===== config.mk =====
export PLATFORM = sky130hd
export DESIGN_NAME = pkt_accum
export DESIGN_NICKNAME = d
export VERILOG_FILES = /design/src/rtl/pkt_pkg.sv /design/src/rtl/pkt_accum.sv
export SDC_FILE = /design/constraint.sdc
export NUM_CORES = 1
export LEC_CHECK = 0
export BUFFER_PORTS_ARGS = -buffer_cell sky130_fd_sc_hd__buf_2
export CORE_UTILIZATION = 25
export DETAILED_ROUTE_END_ITERATION = 16
export SYNTH_ARGS = -nofsm -noshare
export SYNTH_HDL_FRONTEND = slang
export SYNTH_SLANG_ARGS = --single-unit

===== constraint.sdc =====
create_clock -name clk -period 3.24 [get_ports clk]
set_clock_uncertainty 0.1 [all_clocks]
set_input_delay 0.486 -clock clk [delete_from_list [all_inputs] [get_ports clk]]
set_output_delay 0.486 -clock clk [all_outputs]
set_load 0.02 [all_outputs]

===== src/rtl/pkt_pkg.sv =====
`default_nettype none
// +------------------------------------------------------------------+
// | Module  : pkt_pkg                                                 |
// | Desc    : Shared types and width defaults for the packet          |
// |           accumulator.                                            |
// | Rev     : 1.0  initial release                                    |
// +------------------------------------------------------------------+
package pkt_pkg;

  localparam int c_data_w_dflt = 32;
  localparam int c_len_w_dflt  = 4;

  typedef enum logic [1:0] {
    S_HDR  = 2'd0,
    S_DATA = 2'd1,
    S_DROP = 2'd2,
    S_OUT  = 2'd3
  } pkt_state_t;

endpackage : pkt_pkg
`default_nettype wire


===== src/rtl/pkt_accum.sv =====
`default_nettype none
// +------------------------------------------------------------------+
// | Module  : pkt_accum                                               |
// | Desc    : Parses a length header, sums the payload beats and      |
// |           reports length, sum and a framing error flag.          |
// | Rev     : 1.0  initial release                                    |
// +------------------------------------------------------------------+
module pkt_accum
  import pkt_pkg::*;
#(
  parameter int DATA_W = c_data_w_dflt,
  parameter int LEN_W  = c_len_w_dflt
) (
  input  logic              clk,
  input  logic              rst,
  input  logic              in_valid,
  output logic              in_ready,
  input  logic [DATA_W-1:0] in_data,
  input  logic              in_last,
  output logic              out_valid,
  input  logic              out_ready,
  output logic [LEN_W-1:0]  out_len,
  output logic [DATA_W-1:0] out_sum,
  output logic              out_err
);

  pkt_state_t        r_state;
  pkt_state_t        w_state_nxt;
  logic [LEN_W-1:0]  r_len;
  logic [LEN_W-1:0]  r_cnt;
  logic [DATA_W-1:0] r_sum;
  logic              r_err;

  logic              w_fire;
  logic [LEN_W-1:0]  w_hdr_len;
  logic              w_hdr_bad;
  logic [LEN_W:0]    w_cnt_inc;
  logic              w_cnt_hit;

  // in_ready is a pure function of state, so it never sees out_ready
  assign in_ready  = (r_state != S_OUT);
  assign out_valid = (r_state == S_OUT);
  assign out_len   = r_len;
  assign out_sum   = r_sum;
  assign out_err   = r_err;

  assign w_fire    = in_valid && in_ready;
  assign w_hdr_len = in_data[LEN_W-1:0];
  assign w_hdr_bad = (w_hdr_len == '0) || in_last;
  assign w_cnt_inc = {1'b0, r_cnt} + (LEN_W+1)'(1);
  assign w_cnt_hit = (w_cnt_inc == {1'b0, r_len});

  always_comb begin
    w_state_nxt = r_state;
    case (r_state)
      S_HDR: begin
        if (w_fire) begin
          if (w_hdr_bad) w_state_nxt = in_last ? S_OUT : S_DROP;
          else           w_state_nxt = S_DATA;
        end
      end
      S_DATA: begin
        if (w_fire) begin
          if (in_last)        w_state_nxt = S_OUT;
          else if (w_cnt_hit) w_state_nxt = S_DROP;
        end
      end
      S_DROP: begin
        if (w_fire && in_last) w_state_nxt = S_OUT;
      end
      S_OUT: begin
        if (out_ready) w_state_nxt = S_HDR;
      end
      default: w_state_nxt = S_HDR;
    endcase
  end

  always_ff @(posedge clk or posedge rst) begin
    if (rst) begin
      r_state <= S_HDR;
    end else begin
      r_state <= w_state_nxt;
    end
  end

  // Result registers double as the output holding registers in S_OUT
  always_ff @(posedge clk or posedge rst) begin
    if (rst) begin
      r_len <= '0;
      r_cnt <= '0;
      r_sum <= '0;
      r_err <= 1'b0;
    end else if (w_fire) begin
      case (r_state)
        S_HDR: begin
          r_len <= w_hdr_len;
          r_cnt <= '0;
          r_sum <= '0;
          r_err <= w_hdr_bad;
        end
        S_DATA: begin
          r_sum <= r_sum + in_data;
          r_cnt <= w_cnt_inc[LEN_W-1:0];
          if (in_last)        r_err <= !w_cnt_hit;
          else if (w_cnt_hit) r_err <= 1'b1;
        end
        default: ;
      endcase
    end
  end

endmodule : pkt_accum
`default_nettype wire


==> run metrics, run 1 <==
GPL Wtd Cong 0.8718; Worst R2R End out_sum[22]$_DFFE_PP0P_; worst hold slack 0.1989 ns; Ys Warns 0; Clock Sinks 43; worst-path maximum fanout 5; top sig layer met4; Worst setup SP type register; WL met3 475 microns; # DRC 0; max-slew violations 0; hpwl dp 7.517 mm; final hold viol count 0; Synth cell types 67; Post-Synthesis Cell Area 0.003600 sq mm; CTS tree built; Final min period 2.889 ns; VDD IR-drop max 0.4857 mV; post_cts resized 0; initial antenna violation count 0; DR pass1 iterations 4; Lkg Pwr 2.054 nW; pwr dens 1068 mW/mm^2; CP arrival 3.01 ns; M1 WL 4.504 mm; Iteration-0 DRC Markers 89; vias per cell 4.875; die area 0.01488 sq mm; vias in the first global route 3177; # setup viols final 0; Post-synth EDFFs 0; measured slew at the worst slew-check pin 1.016 ns; Setup Buffers After CTS 0; root buffer cell clkbuf_16; final period utilization 89.18%; WL met2 4.590 mm; die width 122.0 microns; # IOs 76; CP endpoint kind register; flop-to-flop setup slack 0.35 ns; clock transition at the registers of the reported paths 0.07 ns; sequential element share of the synthesized area 29.89%; CTS buffer count 5; PortBufs 75; R2R Path Start out_sum[0]$_DFFE_PP0P_; Synth Instances 406; share of flip-flops with an asynchronous set or reset 100.0%; vias post-DR 3188; Fillers 1501; nets 547; WL final 9.641 mm; Core Rows 43; worst endpoint required time 3.36 ns; Layout area overhead 17.45%; CTS Buffer Depth 2; MaxCap Viol Count 0; flops & latches, synth 43; Register Area 0.001076 sq mm; aggregate global-route resource usage 13.47%; kind of critical path register to register; Max Fclk 346.1 MHz; antenna-violating nets left 0; Avg WL per Cell 14.74 microns; ANT cells 0; min-delay worst type primary input to asynchronous set/reset pin; hold buffer count at cts 0; Synth Flop Type dfrtp_1; Slew headroom 31.84%; clk_lat worst skew 0.30 ns; area of the multi-input gates 0.002331 sq mm; Die Y 122.0 microns; RSZ-0062 raised after global routing no; Total Neg Setup Slack 0 ns; R2R depth 12; status finished, final reports clean; H-tree Lvls 2; largest net degree at the start of global routing 37; grt total ovfl 0; layout cells sized above 1 23.84%; first-pass GRT wire length 15.70 mm; Post-Syn Nets 480; syn avg cell area 8.866 sq um; core area 0.01399 sq mm; Initial Util 25.73%
layout by cell type, fill, tap and decap left out, types with 5 or more instances in the layout:
cell,synthesis,final
nand3_1,5,5
dfrtp_1,43,43
xnor2_1,15,15
o21bai_1,5,5
clkbuf_16,0,5
a21o_1,17,17
xor2_1,17,17
and2_1,5,5
ha_1,36,36
nand2_1,59,59
nor3_1,7,7
nor2_1,16,16
buf_2,1,75
o21ai_1,12,12
o21ai_0,37,36
a21oi_1,23,23
inv_1,14,13
state kept, by name, summed over array words and instances, names as in the netlist:
signal and count:
r_cnt 4, out_err 1, out_len 4, r_state 2
out_sum 32
logic make-up after synthesis:
kind of cell    after synthesis  synth area share, %
fa+ha+maj                    37                13.07
xor+xnor                     32                7.786
mux                           3               0.9384
simple gates                114                14.81
flops                        43                29.89
compound gates              145                28.05
buf+inv                      32                5.457
metal layers:
| layer | up-vias | track usage [%] |
|---|---|---|
| met5 | - | 0 |
| met4 | 0 | 2.701 |
| met3 | 5 | 3.184 |
| met2 | 62 | 23.16 |
| met1 | 1515 | 17.03 |
| li1 | 1606 | - |
report_power, final:
group	internal (mW)	switching, mW
logic	1.18	1.81
clock network	0.285	0.236
registers	0.790	0.215
synthesized netlist by cell type (2+ instances only):
| library cell | n | area (sq um) |
|---|---|---|
| nand2_1 | 59 | 221.5 |
| dfrtp_1 | 43 | 1076 |
| o21ai_0 | 37 | 185.2 |
| ha_1 | 36 | 450.4 |
| a21oi_1 | 23 | 115.1 |
| a21o_1 | 17 | 127.6 |
| xor2_1 | 17 | 148.9 |
| nor2_1 | 16 | 60.06 |
| xnor2_1 | 15 | 131.4 |
| inv_1 | 14 | 52.55 |
| o21ai_1 | 12 | 60.06 |
| buf_6 | 10 | 112.6 |
| nor3_1 | 7 | 35.03 |
| clkbuf_1 | 6 | 22.52 |
| and2_1 | 5 | 31.28 |
| nand3_1 | 5 | 25.02 |
| o21bai_1 | 5 | 37.54 |
| a21oi_2 | 4 | 35.03 |
| a31oi_1 | 4 | 25.02 |
| a31oi_2 | 4 | 50.05 |
| nand4_1 | 4 | 25.02 |
| a41oi_1 | 3 | 26.28 |
| mux2_2 | 3 | 33.78 |
| o21a_1 | 3 | 22.52 |
| o31ai_1 | 3 | 22.52 |
| a211oi_1 | 2 | 15.01 |
| a22o_1 | 2 | 17.52 |
| a41o_1 | 2 | 20.02 |
| and3_1 | 2 | 12.51 |
| nand2b_1 | 2 | 12.51 |
| nor4_1 | 2 | 12.51 |
| o211ai_1 | 2 | 15.01 |
| o211ai_2 | 2 | 25.02 |
| or3_1 | 2 | 12.51 |
how the worst max path moves through the flow:
stage                                       from                       to  slack [ns]  cells after the start
after floorplan           out_sum[0]$_DFFE_PP0P_  out_sum[18]$_DFFE_PP0P_        0.54                     12
after global placement                in_data[0]  out_sum[18]$_DFFE_PP0P_        0.22                     13
after detailed placement              in_data[0]  out_sum[30]$_DFFE_PP0P_        0.15                     13
after CTS                 out_sum[0]$_DFFE_PP0P_  out_sum[30]$_DFFE_PP0P_        0.37                     12
after global routing      out_sum[0]$_DFFE_PP0P_  out_sum[30]$_DFFE_PP0P_        0.12                     12
final                     out_sum[0]$_DFFE_PP0P_  out_sum[22]$_DFFE_PP0P_        0.35                     12
cell type report:
class	instances	area share, %
clock buffer	5	2.959
clock inverter	3	0.4735
inverter	14	1.243
multi-input combinational	331	55.13
sequential	43	25.45
tap	180	5.327
timing repair buffer	78	9.411
stage by stage:
step                instances  setup slack (ns)  power (mW)  cell area [sq um]  utilization (%)
floorplan                 406            0.5376       3.355               3600                -
global placement          646            0.2173       3.949               4083            29.19
detailed placement        646            0.1508       4.002               4083            29.19
CTS                       654            0.3733       4.548               4228            30.22
global route              654            0.1182       4.936               4228            30.22
finish                    654            0.3506       4.515               4228            30.22
critical path, cell delays in order (launching register included):
cell and delay [ns]:
dfrtp_1 0.37, ha_1 0.22, inv_1 0.07, fa_1 0.41
nor2b_2 0.16, o211ai_2 0.12, a31oi_2 0.34, a311o_1 0.29
a21oi_2 0.09, o21bai_1 0.23, a31oi_1 0.14, xor2_1 0.16
o21ai_1 0.12
Power figures use the tool's default switching activity.
==> run 2, diff against run 1 <==
--- a/config.mk
+++ b/config.mk
@@ -6,6 +6,7 @@
 export NUM_CORES = 1
 export LEC_CHECK = 0
 export BUFFER_PORTS_ARGS = -buffer_cell sky130_fd_sc_hd__buf_2
+export CORE_ASPECT_RATIO = 0.6
 export CORE_UTILIZATION = 25
 export DETAILED_ROUTE_END_ITERATION = 16
 export SYNTH_ARGS = -nofsm -noshare
==> run metrics, run 2 (synthesized netlist as in run 1, its figures left out) <==
final hold viol count 0 (unchanged); Final min period 2.893 ns (+0.003735 ns); aggregate global-route resource usage 14.30% (+0.83 points); met2 Use GR 20.96% (-2.2 points); kind of critical path register to register; Initial Util 26.02% (+0.29 points); ANT cells 0 (unchanged); nets 548 (+0.18%); Worst setup SP type register; GPL Wtd Cong 0.9057 (+3.9%); largest net degree at the start of global routing 22 (-41%); measured slew at the worst slew-check pin 1.048 ns (+0.03181 ns); grt met1 use 21.16% (+4.1 points); VDD IR-drop max 0.3885 mV (-20%); Register Area 0.001076 sq mm (unchanged); CTS tree built; vias per cell 4.883 (+0.17%); Final Power 4.596 mW (+1.8%); core area 0.01383 sq mm (-1.1%); grt met3 use 2.845% (-0.34 points); GR peak layer met1; first-pass GRT wire length 16.49 mm (+5.1%); vias post-DR 3257 (+2.2%); root buffer cell clkbuf_16; Clock Sinks 43 (unchanged); grt total ovfl 0 (unchanged); slowest stage delay, CP 0.41 ns (about the same); CP Cell Sequence ha_1 -> inv_1 -> fa_1 -> nor2b_2 -> o211ai_2 -> a31oi_2 -> a2111oi_1 -> nor3_2 -> a31oi_2 -> o21ai_1 -> xnor2_1 -> o21ai_1; RSZ-0062 raised after global routing no; Max Fclk 345.6 MHz (-0.13%); die area 0.01490 sq mm (+0.10%); commonest cells after routing, fill and taps aside 75 x buf_2, 59 x nand2_1, 43 x dfrtp_1; antenna-violating nets left 0 (unchanged); hpwl dp 8.429 mm (+12%); pwr dens 1080 mW/mm^2 (+1.2%); Setup Buffers After CTS 0 (unchanged); final period utilization 89.30% (+0.12 points); CTS buffer count 5 (unchanged); H-tree Lvls 2 (unchanged); hold buffer count at cts 0 (unchanged); clk_lat worst skew 0.29 ns (about the same); min-delay worst type primary input to asynchronous set/reset pin; worst endpoint required time 3.31 ns (-0.05 ns); most common cell after layout, fill and taps aside buf_2; final setup margin 0.3468 ns (-0.003735 ns); CP endpoint kind register; Die Y 94.95 microns (-22%); post_cts resized 0 (unchanged); Fillers 1500 (-0.067%); max FFs per register 32 (unchanged); vias in the first global route 3198 (+0.66%); clock transition at the registers of the reported paths 0.07 ns (about the same); CP max stage cell fa_1; # setup viols final 0 (unchanged); final non-filler cell total 667 (+2.0%); pre-CTS WS 0.1387 ns (-0.01211 ns); Lkg Pwr 2.064 nW (+0.45%); Total Neg Setup Slack 0 ns (unchanged); initial antenna violation count 0 (unchanged); Layout area overhead 18.18%; # DRC 0 (unchanged); status finished, final reports clean; WP buf/inv 1 (unchanged); layout cells sized above 1 24.00% (+0.16 points); die width 156.9 microns (+29%); Iteration-0 DRC Markers 175 (+97%); PortBufs 75 (unchanged); Avg WL per Cell 15.56 microns (+5.5%); worst-path maximum fanout 5 (unchanged); Core Rows 33 (-23%); delay-heaviest family, CP compound AO/OA/AOI/OAI gates; CTS Buffer Depth 2 (unchanged); MaxCap Viol Count 0 (unchanged); area of the multi-input gates 0.002331 sq mm (unchanged); max-slew violations 0 (unchanged); WL final 10.38 mm (+7.6%); placed cell count 659 (+2.0%); DR pass1 iterations 4 (unchanged); CP arrival 2.96 ns (-0.05 ns); Slew headroom 30.14% (-1.7 points); # IOs 76 (unchanged)
run 2: layer usage:
layer  vias up  share of wire (%)
li1       1612                  -
met1      1556                 54
met2        83                 41
met3         6                4.7
met4         0               0.73
met5         -                  0
run 2: worst paths after layout:
kind,startpoint,to,slack [ns],cells past startpoint
worst min-delay path,rst,out_sum[6]$_DFFE_PP0P_,0.23,2
max in group asynchronous,rst,out_sum[12]$_DFFE_PP0P_,2.04,3
worst max-delay path,out_sum[0]$_DFFE_PP0P_,out_sum[18]$_DFFE_PP0P_,0.35,12
worst min register to register,out_err$_DFFE_PP0P_,out_err$_DFFE_PP0P_,0.40,1
min in group clk,in_data[0],out_len[0]$_DFFE_PP0P_,0.35,2
worst max register to register,out_sum[0]$_DFFE_PP0P_,out_sum[18]$_DFFE_PP0P_,0.35,12
run 2: cell type report:
type | instances | share of cell area, %
timing repair buffer | 79 | 9.529
inverter | 14 | 1.235
clock inverter | 3 | 0.5588
multi-input combinational | 331 | 54.79
clock buffer | 5 | 2.941
sequential | 43 | 25.29
tap | 192 | 5.647
run 2: stage by stage:
| step | hold WS [ns] | util [%] | instance area (sq um) |
|---|---|---|---|
| final | 0.2280 | 30.76 | 4254 |
| after detailed placement | 0.3905 | 29.68 | 4105 |
| after CTS | 0.2702 | 30.76 | 4254 |
| after global routing | 0.3044 | 30.76 | 4254 |
| after floorplan | 0.3830 | - | 3600 |
| after global placement | 0.3881 | 29.68 | 4105 |
run 2: where the power goes:
part / internal, mW / total [mW] / switching (mW)
clock: 0.289 / 0.527 / 0.238
combinational: 1.18 / 3.04 / 1.86
sequential: 0.789 / 1.03 / 0.238
total: 2.26 / 4.60 / 2.34
==> run 3, diff against run 2 <==
--- a/config.mk
+++ b/config.mk
@@ -9,6 +9,7 @@
 export CORE_ASPECT_RATIO = 0.6
 export CORE_UTILIZATION = 25
 export DETAILED_ROUTE_END_ITERATION = 16
+export RECOVER_POWER = 50
 export SYNTH_ARGS = -nofsm -noshare
 export SYNTH_HDL_FRONTEND = slang
 export SYNTH_SLANG_ARGS = --single-unit
==> run metrics, run 3 (synthesized netlist as in run 1, its figures left out) <==
VDD IR-drop max 0.3815 mV (-1.8%); grt total ovfl 0 (unchanged); Worst setup SP type register; worst endpoint required time 3.31 ns (about the same); GPL Wtd Cong 0.9057 (unchanged); vias in the first global route 3198 (unchanged); die width 156.9 microns (unchanged); vias per cell 4.876 (-0.15%); nets 548 (unchanged); initial antenna violation count 0 (unchanged); Slew headroom 23.71% (-6.4 points); Worst Setup EP out_sum[18]$_DFFE_PP0P_; Final min period 2.907 ns (+0.01402 ns); Setup Buffers After CTS 0 (unchanged); status finished, final reports clean; Layout area overhead 17.31%; die area 0.01490 sq mm (unchanged); flop-to-flop setup slack 0.33 ns (about the same); measured slew at the worst slew-check pin 1.144 ns (+0.09640 ns); Initial Util 26.02% (unchanged); Worst R2R End out_sum[18]$_DFFE_PP0P_; final hold viol count 0 (unchanged); clk_lat worst skew 0.29 ns (about the same); Avg WL per Cell 15.54 microns (-0.11%); CP endpoint kind register; worst hold slack 0.2283 ns (+0.0003170 ns); DR pass1 iterations 4 (unchanged); commonest cells after routing, fill and taps aside 59 x nand2_1, 56 x buf_2, 43 x dfrtp_1; post_cts resized 0 (unchanged); H-tree Lvls 2 (unchanged); most common cell after layout, fill and taps aside nand2_1; Register Area 0.001076 sq mm (unchanged); layout cells sized above 1 19.58% (-4.4 points); # DRC 0 (unchanged); CTS buffer count 5 (unchanged); # IOs 76 (unchanged); root buffer cell clkbuf_16; antenna-violating nets left 0 (unchanged); largest net degree at the start of global routing 22 (unchanged); aggregate global-route resource usage 14.30% (unchanged); hold buffer count at cts 0 (unchanged); max-slew violations 0 (unchanged); first-pass GRT wire length 16.49 mm (unchanged); clock transition at the registers of the reported paths 0.07 ns (about the same); PortBufs 75 (unchanged); Clock Sinks 43 (unchanged); CTS Buffer Depth 2 (unchanged); area of the multi-input gates 0.002331 sq mm (unchanged); core area 0.01383 sq mm (unchanged); Lkg Pwr 1.986 nW (-3.8%); R2R depth 12 (unchanged); Fillers 1505 (+0.33%); vias post-DR 3252 (-0.15%); kind of critical path register to register; hpwl dp 8.429 mm (unchanged); WL final 10.37 mm (-0.11%); Core Rows 33 (unchanged); RSZ-0062 raised after global routing no; min-delay worst type primary input to asynchronous set/reset pin; ANT cells 0 (unchanged); CP arrival 2.97 ns (about the same); final period utilization 89.73% (+0.43 points); Total Neg Setup Slack 0 ns (unchanged); max FFs per register 32 (unchanged); Die Y 94.95 microns (unchanged); Iteration-0 DRC Markers 150 (-14%); Max Fclk 344.0 MHz (-0.48%); CTS tree built; worst-path maximum fanout 5 (unchanged); MaxCap Viol Count 0 (unchanged); worst setup path start out_sum[0]$_DFFE_PP0P_; R2R Path Start out_sum[0]$_DFFE_PP0P_; # setup viols final 0 (unchanged); pwr dens 1081 mW/mm^2 (about the same)
[run 3: cell types whose count changed in the layout (fill, tap and decap cells not counted)]
cell,previous run,this run
clkbuf_1,0,21
buf_2,75,56
buf_4,4,2
[run 3: worst min-delay path by stage]
stage	end	slack (ns)	start
floorplan	r_cnt[2]$_DFFE_PP0P_	0.38	r_cnt[2]$_DFFE_PP0P_
global placement	out_err$_DFFE_PP0P_	0.39	out_err$_DFFE_PP0P_
detailed placement	out_err$_DFFE_PP0P_	0.39	out_err$_DFFE_PP0P_
CTS	out_sum[31]$_DFFE_PP0P_	0.27	rst
global route	out_sum[31]$_DFFE_PP0P_	0.30	rst
finish	out_sum[6]$_DFFE_PP0P_	0.23	rst
[run 3: through the flow]
step | instances | instance area, sq um | utilization (%) | setup WS, ns | power (mW)
floorplan | 406 | 3600 | - | 0.5376 | 3.355
global placement | 659 | 4105 | 29.68 | 0.2299 | 3.995
detailed placement | 659 | 4105 | 29.68 | 0.1387 | 4.059
CTS | 667 | 4254 | 30.76 | 0.3618 | 4.610
global route | 667 | 4223 | 30.53 | 0.1358 | 4.954
finish | 667 | 4223 | 30.53 | 0.3328 | 4.563
[run 3: metal layers]
metal | share of wire, % | global-route usage (%) | vias to the layer above
li1 | - | - | 1614
met1 | 54 | 21.16 | 1554
met2 | 41 | 20.96 | 80
met3 | 4.6 | 2.845 | 4
met4 | 0.57 | 3.350 | 0
met5 | 0 | 0 | -
[run 3: power by group]
group	leakage (nW)	switching [mW]	total (mW)	internal, mW
Combinational	1.36	1.86	3.01	1.15
Sequential	0.559	0.241	1.03	0.789
Clock	0.0664	0.237	0.526	0.289
[run 3: area by class of cell]
type | instances | area share, %
clock buffer | 5 | 2.963
tap | 192 | 5.689
sequential | 43 | 25.48
multi-input combinational | 331 | 55.20
clock inverter | 3 | 0.5630
inverter | 14 | 1.244
timing repair buffer | 79 | 8.859
[run 3: critical path: stages, from the launching register on]
cell and delay (ns):
dfrtp_1 0.37, ha_1 0.22, inv_1 0.07, fa_1 0.41, nor2b_2 0.16, o211ai_2 0.11, a31oi_2 0.34, a2111oi_1 0.15
nor3_2 0.30, a31oi_2 0.15, o21ai_1 0.17, xnor2_1 0.14, o21ai_1 0.08
